--- src/rtl/lib_arbiter_pkg.sv ---
// Shared definitions for the AER readout path: event word layout, type codes
// and default widths.
package lib_arbiter_pkg;

    localparam int ADD_W_DEF = 4;
    localparam int TS_W_DEF  = 16;
    localparam int DEPTH_DEF = 8;
    localparam int EVT_W_DEF = 1 + TS_W_DEF + 2 * ADD_W_DEF;

    localparam logic EVT_PIXEL  = 1'b0;
    localparam logic EVT_TSWRAP = 1'b1;

    // Event word at default widths, MSB first: {type, ts, y, x}
    typedef struct packed {
        logic                 evt_type;
        logic [TS_W_DEF-1:0]  ts;
        logic [ADD_W_DEF-1:0] y;
        logic [ADD_W_DEF-1:0] x;
    } evt_word_t;

endpackage

--- src/rtl/evt_fifo.sv ---
// First-word-fall-through event FIFO; the head word is presented whenever the
// FIFO holds data, and a write while full is taken only alongside a pop.
module evt_fifo #(
    parameter int W     = 25,
    parameter int DEPTH = 8
) (
    input  logic         i_clk,
    input  logic         i_reset,
    input  logic         i_wr,
    input  logic [W-1:0] i_wr_data,
    input  logic         i_rd,
    output logic [W-1:0] o_rd_data,
    output logic         o_valid,
    output logic         o_full
);

    localparam int AW = (DEPTH > 1) ? $clog2(DEPTH) : 1;
    localparam logic [AW:0] FULL_CNT = (AW + 1)'(DEPTH);

    logic [W-1:0]  r_mem [DEPTH];
    logic [AW-1:0] r_wptr;
    logic [AW-1:0] r_rptr;
    logic [AW:0]   r_count;

    logic w_empty;
    logic w_pop;
    logic w_push;

    assign w_empty   = (r_count == '0);
    assign o_full    = (r_count == FULL_CNT);
    assign o_valid   = !w_empty;
    assign o_rd_data = r_mem[r_rptr];

    assign w_pop  = i_rd && !w_empty;
    assign w_push = i_wr && (!o_full || w_pop);

    always_ff @(posedge i_clk) begin
        if (i_reset) begin
            r_wptr  <= '0;
            r_rptr  <= '0;
            r_count <= '0;
        end else begin
            if (w_push) r_wptr <= r_wptr + 1'b1;
            if (w_pop)  r_rptr <= r_rptr + 1'b1;
            case ({w_push, w_pop})
                2'b10:   r_count <= r_count + 1'b1;
                2'b01:   r_count <= r_count - 1'b1;
                default: r_count <= r_count;
            endcase
        end
    end

    // Storage needs no reset: contents are only visible through the count.
    always_ff @(posedge i_clk) begin
        if (w_push) r_mem[r_wptr] <= i_wr_data;
    end

endmodule

--- src/rtl/aer_event_packer.sv ---
// Packs arbiter grants into timestamped AER words, inserts a marker on every
// timestamp wrap, and buffers both in a FWFT FIFO towards the consumer.
module aer_event_packer
    import lib_arbiter_pkg::*;
#(
    parameter int ADD_W = ADD_W_DEF,
    parameter int TS_W  = TS_W_DEF,
    parameter int DEPTH = DEPTH_DEF,
    parameter int EVT_W = 1 + TS_W + 2 * ADD_W
) (
    input  logic             clk_i,
    input  logic             reset_i,
    input  logic             active_i,
    input  logic [ADD_W-1:0] x_add_i,
    input  logic [ADD_W-1:0] y_add_i,
    output logic             stall_o,
    output logic             evt_valid_o,
    input  logic             evt_ready_i,
    output logic [EVT_W-1:0] evt_data_o,
    output logic [7:0]       drop_cnt_o,
    output logic             overflow_o
);

    logic [TS_W-1:0]  r_ts;
    logic [TS_W-1:0]  r_wrap_cnt;
    logic             r_cap_vld;
    logic [EVT_W-1:0] r_cap_data;
    logic             r_mk_pend;
    logic [7:0]       r_drop_cnt;
    logic             r_overflow;

    logic             w_full;
    logic             w_valid;
    logic             w_pop;
    logic             w_wrap;
    logic             w_mk_wr;
    logic             w_wr;
    logic             w_drop;
    logic [EVT_W-1:0] w_marker;
    logic [EVT_W-1:0] w_wr_data;

    assign w_pop    = w_valid && evt_ready_i;
    assign w_wrap   = (r_ts == {TS_W{1'b1}});
    assign w_marker = {EVT_TSWRAP, r_wrap_cnt, {(2 * ADD_W){1'b0}}};

    // Pixel events own the write port; the marker waits for an idle, non-full edge.
    assign w_mk_wr   = r_mk_pend && !r_cap_vld && !w_full;
    assign w_wr      = r_cap_vld || w_mk_wr;
    assign w_wr_data = r_cap_vld ? r_cap_data : w_marker;
    assign w_drop    = r_cap_vld && w_full && !w_pop;

    always_ff @(posedge clk_i) begin
        if (reset_i) begin
            r_ts       <= '0;
            r_wrap_cnt <= '0;
            r_cap_vld  <= 1'b0;
            r_cap_data <= '0;
            r_mk_pend  <= 1'b0;
            r_drop_cnt <= '0;
            r_overflow <= 1'b0;
        end else begin
            r_ts      <= r_ts + 1'b1;
            r_cap_vld <= active_i;
            if (active_i) begin
                r_cap_data <= {EVT_PIXEL, r_ts, y_add_i, x_add_i};
            end

            if (w_wrap) begin
                r_wrap_cnt <= r_wrap_cnt + 1'b1;
                r_mk_pend  <= 1'b1;
                // A second wrap before the first marker got out loses that marker.
                if (r_mk_pend && !w_mk_wr) r_overflow <= 1'b1;
            end else if (w_mk_wr) begin
                r_mk_pend <= 1'b0;
            end

            if (w_drop) begin
                r_overflow <= 1'b1;
                if (r_drop_cnt != 8'hFF) r_drop_cnt <= r_drop_cnt + 1'b1;
            end
        end
    end

    evt_fifo #(
        .W     (EVT_W),
        .DEPTH (DEPTH)
    ) u_fifo (
        .i_clk     (clk_i),
        .i_reset   (reset_i),
        .i_wr      (w_wr),
        .i_wr_data (w_wr_data),
        .i_rd      (evt_ready_i),
        .o_rd_data (evt_data_o),
        .o_valid   (w_valid),
        .o_full    (w_full)
    );

    assign evt_valid_o = w_valid;
    assign stall_o     = w_full;
    assign drop_cnt_o  = r_drop_cnt;
    assign overflow_o  = r_overflow;

endmodule

--- config.mk ---
export PLATFORM = sky130hd
export DESIGN_NAME = aer_event_packer
export DESIGN_NICKNAME = d
export VERILOG_FILES = /design/src/rtl/lib_arbiter_pkg.sv /design/src/rtl/evt_fifo.sv /design/src/rtl/aer_event_packer.sv
export SDC_FILE = /design/constraint.sdc
export NUM_CORES = 1
export LEC_CHECK = 0
export CORE_MARGIN = 4
export CORE_UTILIZATION = 57
export DETAILED_ROUTE_END_ITERATION = 12
export GPL_ROUTABILITY_DRIVEN = 1
export MAX_ROUTING_LAYER = met4
export PLACE_DENSITY = 0.85
export SETUP_SLACK_MARGIN = 0.15
export SYNTH_ARGS = -nofsm -noshare
export SYNTH_HDL_FRONTEND = slang
export SYNTH_SLANG_ARGS = --single-unit
--- constraint.sdc ---
create_clock -name clk_i -period 5.15 [get_ports clk_i]
set_input_delay 0.515 -clock clk_i [delete_from_list [all_inputs] [get_ports clk_i]]
set_output_delay 0.515 -clock clk_i [all_outputs]
set_load 0.01 [all_outputs]
## Yosys cells after proc, flatten, opt, wreduce, memory -nomap -nowiden

Memories as Yosys holds them, arrays and structs flattened. A register that Yosys moved wholly into a read port is not among the register bits.
Index checks and enable logic that the tools add are counted.
W data, S select, Z words.

- Register bits after elaboration: 77
- Bits in latches: 0
- RAM bits: 200
- ROM bits: 0
- Input port bits: 12
- Output and inout port bits: 36
- Logic and storage cells: 55
- Memories: 1

Memories:

| name | words | width | read ports | clocked after Yosys merged registers in | write ports | RTL line | text |
|---|---|---|---|---|---|---|---|
| u_fifo.r_mem | 8 | 25 | 1 | 1 | 1 | evt_fifo.sv:20 | `logic [W-1:0] r_mem [DEPTH];` |

- $add $sub $neg: 7
- Multipliers: 0
- Divide/modulo/power cells: 0
- Magnitude comparators: 0
- Equal/unequal tests: 5
- Shifts and indexed selects: 0
- Mux-type cells: 11
- Bitwise gates (word level): 0
- Reductions and logical operators: 21

Operator list:

| operator | count |
|---|---|
| $add A16 B1 Y16 const B | 2 |
| $mux W25 | 1 |
| $eq A16 B16 Y1 const B | 1 |
| $add A8 B1 Y8 const B | 1 |
| $ne A8 B8 Y1 const B | 1 |
| $pmux W4 S2 | 1 |
| $reduce_bool A2 Y1 | 4 |
| $logic_and A1 B1 Y1 | 7 |
| $mux W1 | 7 |
| $add A3 B1 Y3 const B | 2 |
| $mux W3 | 2 |
| $logic_not A1 Y1 | 5 |
| $add A4 B1 Y4 const B | 1 |
| $eq A4 B4 Y1 const B | 1 |
| $logic_not A4 Y1 | 1 |
| $reduce_and A2 Y1 | 2 |
| $sub A4 B1 Y4 const B | 1 |
| $eq A2 B1 Y1 const B | 1 |
| $eq A2 B2 Y1 const B | 1 |
| $logic_or A1 B1 Y1 | 2 |

## Longest topological paths before layout

Gate-level depths: netlist of the first run.

- Depth in word-level cells: 8
- Mapped depth: 12
- Gate-level depth less buffers: 10

## By module

From an unflattened synthesis of the first run, not the netlist that was laid out.

- Cell total of the unflattened synthesis: 698
- Area, all modules: 11328.4 um2

By module, submodules not included:

| module | times used | cells an instance | area each (um2) | sequential area each (um2) |
|---|---|---|---|---|
| evt_fifo | 1 | 371 | 8236.6 | 6266.0 |
| aer_event_packer | 1 | 327 | 3091.7 | 1341.3 |

## Least setup slack after synthesis of the first run

Ideal clock, no wire load.

- Path kind: reg2reg
- Start: register u_fifo.r_count[1]
- End: memory u_fifo.r_mem[1][0], enable pin
- Library setup time: 0.479 ns
- Arrival time: 3.799 ns
- Required time: 4.671 ns
- Setup slack: 0.872 ns
- Stages on the path, launching flop included: 7
- Buffers on the path: 2
- Clock period less this slack: 4.278 ns
- Path through: dfxtp_1 clkbuf_2 or4b_4 a21oi_1 or2_2 clkbuf_1 nor4b_1

- Word-level cells in the longest chain between the ends: 7
- Elaborated cells between the ends (all ways): 11
- Classes of those cells: eq/ne: 1; mux: 2; reduce/logical: 8

RTL lines:

| element | RTL line | text |
|---|---|---|
| from (decl) | evt_fifo.sv:23 | `logic [AW:0] r_count;` |
| from (signal assigned) | evt_fifo.sv:46 | `2'b10: r_count <= r_count + 1'b1;` |
| from (signal assigned) | evt_fifo.sv:47 | `2'b01: r_count <= r_count - 1'b1;` |
| from (signal assigned) | evt_fifo.sv:48 | `default: r_count <= r_count;` |
| $eq A4 B4 Y1 / $logic_not A4 Y1 (equally long branches) | evt_fifo.sv:30, evt_fifo.sv:29 |  |
| $logic_not A1 Y1, on equally long branches | evt_fifo.sv:35, aer_event_packer.sv:47, evt_fifo.sv:34 |  |
| $logic_and A1 B1 Y1, on equally long branches | aer_event_packer.sv:47, evt_fifo.sv:34 |  |
| $logic_or A1 B1 Y1, on equally long branches | aer_event_packer.sv:48, evt_fifo.sv:35 |  |
| $logic_and A1 B1 Y1 * | evt_fifo.sv:35 | `assign w_push = i_wr && (!o_full \|\| w_pop);` |
| $mux W1 * | evt_fifo.sv:55 | `if (w_push) r_mem[r_wptr] <= i_wr_data;` |
| $mux W1 (implied by the code) * | evt_fifo.sv:55 |  |
| to (decl) | evt_fifo.sv:20 |  |

Mark *: on every way between the ends. The rest lies on a longest branch, timed or not.

==> out/qor.yml, run 1 <==
p_leak_nw: 4.255
grt_pass1_vias: 6648
place_area_um2: 12000
antenna_left: 0
hp-class: "register to register"
synthArstFlopShare_pct: 0
finalWirelength_mm: 22.59
drc: 0
setup_tns_ns: 0
syn_inst: 704
die_h_um: 148.3
cp_slowest_cell: "dfxtp_4"
core_um2: 19400
cp.arrival_ns: 3.00
hpwl_mm: 13.06
insertedDiodeCount: 0
boundaryPins: 48
start_kind: "register"
rsz0062_at_grt: "no"
syn_to_final_growth_pct: 15.02
viasPerCell: 6.104
synth_edf_count: 200
fin_nets: 773
wl_per_cell_um: 21.79
drt_iter0_markers: 472
hold_viol: 0
status: "finished clean"
ys_warn_count: 0
synth_seq_area_share_pct: 67.80
grt_pass1_wl_mm: 36.16
track_usage_pct: 21.59
clkLatencyLatePin_ns: 0.52
fmax_mhz: 284.9
cts.sinks: 280
synth-compound-area-share_pct: 3.167
p_seq_share_pct: 49.9
crit_type: "register to primary output"
cts_resized: 0
internal_power_mw: 3.957
switchingPower_mw: 1.122
synth.area.mux_share_pct: 16.78
setup_viol: 0
start_util_pct: 57.84
grt_max_degree: 53
ys.flop_type: "edfxtp_1"
std_cell_rows: 51
gp_congestion: 0.8065
ir_drop_uv: 199.9
firstDrtPassIters: 6
die_x_um: 148.3
power_frac_comb_pct: 11.1
switching_share_pct: 22.09
crit_chain: "mux4_2 > mux2_2 > clkdlybuf4s50_1"
dieArea_um2: 21990
slowest_delay_ns: 1.05
cts_buffer_depth: 3
required_ns: 4.64
finish.utilization_pct: 66.53
crit_fanout: 50
num_vias: 6330
drive_gt1_share_pct: 21.63
synth_nets: 724
synth_top_family_by_area: "multiplexers"
synthAdderAreaFrac_pct: 0.8921
h-tree-depth: 1
relSlewSlack_pct: 30.50
drv_slew: 0
powerDensity_nw_per_um2: 393.5
synth-seq-cells: 280
antenna_found_initial: 0
synth_area_um2: 11220
cts_tree: "done"
worstMarginPinSlew_ns: 1.042
clk_pin_slew_ns: 0.06
postCtsSetupRepairBufs: 0
overflow: 0
nFillCells: 1270
portBuffers: 47
synth_xor_area_share_pct: 1.327
syn_area_per_cell_um2: 15.94
finalClockSkew_ns: 0.01064
stdcell_area_um2: 12910
root_buffer: "clkbuf_16"
period_share_pct: 68.17
fin_crit_ns: 3.511
clkPwrFrac_pct: 39.0
ys_types: 42
synth_simple_gate_area_share_pct: 8.363
worst_setup_path_end_kind: "primary output"
drv_cap: 0
cts_hold_buf: 0
cts-buffers-inserted: 27
==> layout by cell type (no fill, tap or decap), drive strengths merged, types with 3 or more instances in the layout <==
master | netlist | routed
dfxtp | 80 | 80
mux2 | 45 | 45
clkdlybuf4s50 | 0 | 46
nor4b | 3 | 3
and2 | 10 | 10
clkinvlp | 0 | 3
mux2i | 25 | 25
xnor2 | 5 | 5
or3 | 8 | 8
o21ai | 15 | 15
ha | 8 | 8
and4 | 8 | 8
or4 | 16 | 16
nand3 | 18 | 18
inv | 7 | 8
nor2 | 50 | 50
mux4 | 50 | 50
clkinv | 0 | 8
buf | 10 | 13
nor3 | 7 | 7
clkbuf | 29 | 33
edfxtp | 200 | 200
a21oi | 30 | 30
bufinv | 0 | 3
o31ai | 14 | 14
xor2 | 12 | 12
nand4 | 9 | 9
nor2b | 9 | 9
nand2 | 21 | 21
==> per-layer routing <==
metal / up-vias / GRT usage (%) / wire length [um]
met4: 0 / 7.344 / 707
li1: 2852 / - / -
met1: 3231 / 26.70 / 9010
met5: - / - / 0
met2: 186 / 36.88 / 11790
met3: 61 / 3.291 / 1084
==> power by group through the flow <==
stage	sequential, mW	clock [mW]	combinational (mW)
finish	2.53	1.98	0.565
global route	2.55	2.11	0.609
CTS	2.54	2.01	0.571
detailed placement	2.59	0	0.562
global placement	2.58	0	0.542
floorplan	2.50	0	0.435
==> Yosys cell counts (2+ instances only) <==
cell type | instances | area share (%)
or3_1 | 8 | 0.45
nor4b_1 | 3 | 0.23
o41ai_1 | 2 | 0.16
xor2_1 | 12 | 0.94
buf_2 | 5 | 0.22
nor3_1 | 7 | 0.31
inv_1 | 6 | 0.20
ha_1 | 8 | 0.89
nor4_1 | 2 | 0.11
mux2_2 | 45 | 4.5
and4_1 | 8 | 0.62
and3_1 | 2 | 0.11
xnor2_1 | 5 | 0.39
dfxtp_1 | 80 | 14
nand3_1 | 18 | 0.80
and2_1 | 10 | 0.56
nor3b_1 | 2 | 0.13
o21ai_0 | 15 | 0.67
nand4_1 | 8 | 0.45
edfxtp_1 | 200 | 54
mux2i_1 | 25 | 2.2
clkbuf_1 | 28 | 0.94
mux4_2 | 50 | 10
o31ai_1 | 14 | 0.94
or4_1 | 15 | 1.0
nor2b_1 | 9 | 0.50
a21oi_1 | 30 | 1.3
nor2_1 | 50 | 1.7
nand2_1 | 21 | 0.70
buf_1 | 4 | 0.13
==> metrics by stage <==
stage | worst slack (ns) | instances | hold WS (ns) | power [mW]
5_1_grt | 1.446 | 1037 | 0.5155 | 5.265
4_1_cts | 1.557 | 1037 | 0.4921 | 5.115
2_1_floorplan | 0.8719 | 704 | 0.4408 | 2.938
3_3_place_gp | 2.159 | 989 | 0.4663 | 3.119
6_report | 1.640 | 1037 | 0.4919 | 5.079
3_5_place_dp | 2.120 | 989 | 0.4739 | 3.148
==> state kept, by name, indices dropped and copies added, names as in the netlist, named ones only <==
register / flops
drop_cnt_o: 8
overflow_o: 1
r_cap_data: 24
r_cap_vld: 1
r_mk_pend: 1
r_ts: 16
r_wrap_cnt: 16
u_fifo.r_count: 4
u_fifo.r_mem: 200
u_fifo.r_rptr: 3
u_fifo.r_wptr: 3
==> cells by family after synthesis <==
group / count (synthesis)
compound gates: 62
mux: 120
flops: 280
buf+inv: 46
fa+ha+maj: 8
xor+xnor: 17
simple gates: 171
==> cell type report <==
class | count | area [um2] | share of cell area (%)
clock buffers | 33 | 750.7 | 5.817
well taps | 265 | 331.6 | 2.569
inverters | 7 | 26.28 | 0.2036
multi-input cells | 378 | 3471 | 26.89
repair buffers | 59 | 555.5 | 4.304
clock inverters | 15 | 158.9 | 1.231
flip-flops and latches | 280 | 7612 | 58.98
==> worst paths after layout <==
kind                            slack, ns  cells past startpoint              start                end
worst max-delay path                 1.64                      3           register      evt_data_o[8]
worst min-delay path                 0.49                      1            r_ts[0]            r_ts[0]
worst max register to register       2.24                     10  u_fifo.r_count[0]  u_fifo.r_count[2]
worst min register to register       0.49                      1            r_ts[0]            r_ts[0]
==> worst max-delay path, delay by kind of cell, from the launching register on <==
kind | cells | cell delay (ns)
buffers and inverters | 1 | 0.48
DFF | 1 | 1.05
muxes | 2 | 0.92
Power figures use the tool's default switching activity.
==> run 2, diff against run 1 <==
clock period = 3.6 ns   (was 5.15 ns; I/O delays follow)
==> run 2 against run 1 <==
Sequential power increased by 42%. Clock power increased by 35%. Die area unchanged. Power increased by 40%. Sequential share of layout area about the same. Sequential cell count unchanged. Critical path depth increased by 1. Largest power group unchanged. Via count increased by 2.5%. Routed wire length increased by 5.4%. Utilization decreased by 0.052 points. Critical path type unchanged. Non-clock buffer count increased by 6. Setup slack got worse by 1.3 ns.
==> out/qor.yml, run 2 (synthesis gave the netlist of run 1 again) <==
cp_slowest_cell: "dfxtp_4"  # unchanged
grt_pass1_vias: 6799  # was 6,648
track_usage_pct: 23.00  # was 21.59%
crit_chain: "buf_4 > mux4_2 > mux2_2 > clkdlybuf4s50_1"  # was mux4_2 > mux2_2 > clkdlybuf4s50_1
fin_crit_ns: 3.228
antenna_left: 0  # unchanged
switching_share_pct: 22.61  # was 22.09%
max_flop_register: "u_fifo.r_mem"  # unchanged
die_x_um: 148.3  # unchanged
final_common_cell: "edfxtp_1"  # unchanged
grt_max_degree: 48  # was 53
period_share_pct: 89.66
hold_viol: 0  # unchanged
hold_start: "reset_i"  # was r_ts[0]
crit_fanout: 18  # was 50
h-tree-depth: 1  # unchanged
worst_r2r_path_depth: 8  # was 10
switchingPower_mw: 1.614  # was 1.122 mW
core_um2: 19400  # unchanged
ir_drop_uv: 329.9  # was 199.9 uV
largest_reg_flops: 200  # unchanged
clk_pin_slew_ns: 0.06  # about the same
drt_iter0_markers: 562  # was 472
relSlewSlack_pct: 38.67  # was 30.50%
cts.sinks: 280  # unchanged
die_h_um: 148.3  # unchanged
insertedDiodeCount: 0  # unchanged
overflow: 0  # unchanged
drv_cap: 0  # unchanged
rr_startpoint: "u_fifo.r_count[1]"  # was u_fifo.r_count[0]
p_total_mw: 7.136  # was 5.079 mW
rsz0062_at_grt: "no"  # unchanged
grt_pass1_wl_mm: 38.11  # was 36.16 mm
clkLatencyLatePin_ns: 0.52  # about the same
start_kind: "register"  # unchanged
hpwl_mm: 13.57  # was 13.06 mm
boundaryPins: 48  # unchanged
power_frac_comb_pct: 12.4  # was 11.1%
std_cell_rows: 51  # unchanged
syn_to_final_growth_pct: 14.93  # was 15.02%
p_leak_nw: 4.256  # was 4.255 nW
cts_hold_buf: 0  # unchanged
nFillCells: 1279  # was 1,270
slowest_delay_ns: 0.63  # was 1.05 ns
fin_nets: 779  # was 773
drc: 0  # unchanged
dp.cells: 995  # was 989
p_seq_share_pct: 50.2  # was 49.9%
cp.arrival_ns: 2.87  # was 3.00 ns
powerDensity_nw_per_um2: 553.4  # was 393.5 nW/um2
postCtsSetupRepairBufs: 0  # unchanged
hold_end: "r_cap_data[1]"  # was r_ts[0]
worstMarginPinSlew_ns: 0.9200  # was 1.042 ns
cts_buffer_depth: 3  # unchanged
cts_resized: 0  # unchanged
drive_gt1_share_pct: 21.44  # was 21.63%
cts_tree: "done"  # unchanged
fmax_mhz: 309.8
finalClockSkew_ns: 0.01145  # was 0.01064 ns
hold_depth: 2  # was 1
root_buffer: "clkbuf_16"  # unchanged
wl_per_cell_um: 22.82  # was 21.79 um
final_cell_mix: "edfxtp_1, dfxtp_1, mux4_2"  # unchanged
antenna_found_initial: 0  # unchanged
firstDrtPassIters: 5  # was 6
clkPwrFrac_pct: 37.4  # was 39.0%
dieArea_um2: 21990  # unchanged
status: "finished clean"  # unchanged
cts-buffers-inserted: 27  # unchanged
portBuffers: 47  # unchanged
internal_power_mw: 5.522  # was 3.957 mW
crit_type: "register to primary output"  # unchanged
viasPerCell: 6.214  # was 6.104
setup_viol: 0  # unchanged
drv_slew: 0  # unchanged
finalNonFillerCells: 1044  # was 1,037
worst_setup_path_end_kind: "primary output"  # unchanged
start_util_pct: 57.84  # unchanged
hp-class: "input port to register"  # was register to register
reg_top3: "u_fifo.r_mem: 200 flops, r_cap_data: 24 flops"  # unchanged
r2r_slack_ns: 0.60  # was 2.24 ns
gp_congestion: 0.8049  # was 0.8065
finalWirelength_mm: 23.82  # was 22.59 mm
timing.rr.end: "u_fifo.r_count[3]"  # was u_fifo.r_count[2]
required_ns: 3.24  # was 4.64 ns
num_vias: 6487  # was 6,330
-- run 2: cell count changes in the layout (fill, tap and decap cells not counted), moves of 2 or more --
cell / previous run / this run
clkbuf_16: 29 / 27
buf_12: 0 / 2
clkinvlp_4: 3 / 1
clkinv_1: 3 / 8
clkbuf_1: 3 / 5
buf_4: 12 / 16
-- run 2: how the worst max path moves through the flow --
stage | from | endpoint | slack [ns] | cells past startpoint
6_report | register | evt_data_o[20] | 0.37 | 4
5_1_grt | register | evt_data_o[20] | 0.25 | 4
3_3_place_gp | evt_ready_i | u_fifo.r_count[3] | 0.81 | 8
2_1_floorplan | u_fifo.r_count[1] | u_fifo.r_mem[1][0] | -0.68 | 6
4_1_cts | register | evt_data_o[20] | 0.32 | 4
3_5_place_dp | evt_ready_i | u_fifo.r_count[3] | 0.69 | 8
-- run 2: area by class of cell --
cell class	instances	area, um2	share of cell area (%)
flip-flops and latches	280	7612	59.03
repair buffers	65	625.6	4.851
clock buffers	33	708.2	5.491
clock inverters	16	126.4	0.9799
well taps	265	331.6	2.571
inverters	7	26.28	0.2037
multi-input cells	378	3466	26.87
-- run 2: power by group through the flow --
stage / Sequential (mW) / Combinational [mW] / Clock [mW]
2_1_floorplan: 3.58 / 0.623 / 0
3_3_place_gp: 3.64 / 0.847 / 0
3_5_place_dp: 3.65 / 0.884 / 0
4_1_cts: 3.58 / 0.897 / 2.71
5_1_grt: 3.59 / 0.960 / 2.86
6_report: 3.58 / 0.884 / 2.67
-- run 2: worst max-delay path, delay by kind of cell (launching register included) --
family   cells  cell delay (ns)
buf+inv      2             0.84
flops        1             0.63
mux          2             0.87
-- run 2: metal layers --
layer	up-vias	global-route usage (%)	part of all wire, %
met2	304	37.98	51
li1	2855	-	-
met3	59	3.077	7.1
met5	-	-	0
met4	0	7.991	3.2
met1	3269	29.85	38
-- run 2: stage by stage --
| stage | hold slack (ns) | instance area (um2) | TNS [ns] | util [%] | setup slack (ns) |
|---|---|---|---|---|---|
| CTS | 0.4638 | 12900 | 0 | 66.48 | 0.3218 |
| detailed placement | 0.4690 | 12060 | 0 | 62.18 | 0.6933 |
| global placement | 0.4568 | 12060 | 0 | 62.18 | 0.8054 |
| global route | 0.4804 | 12900 | 0 | 66.48 | 0.2503 |
| floorplan | 0.4408 | 11220 | -33.91 | - | -0.6781 |
| finish | 0.4776 | 12900 | 0 | 66.48 | 0.3722 |
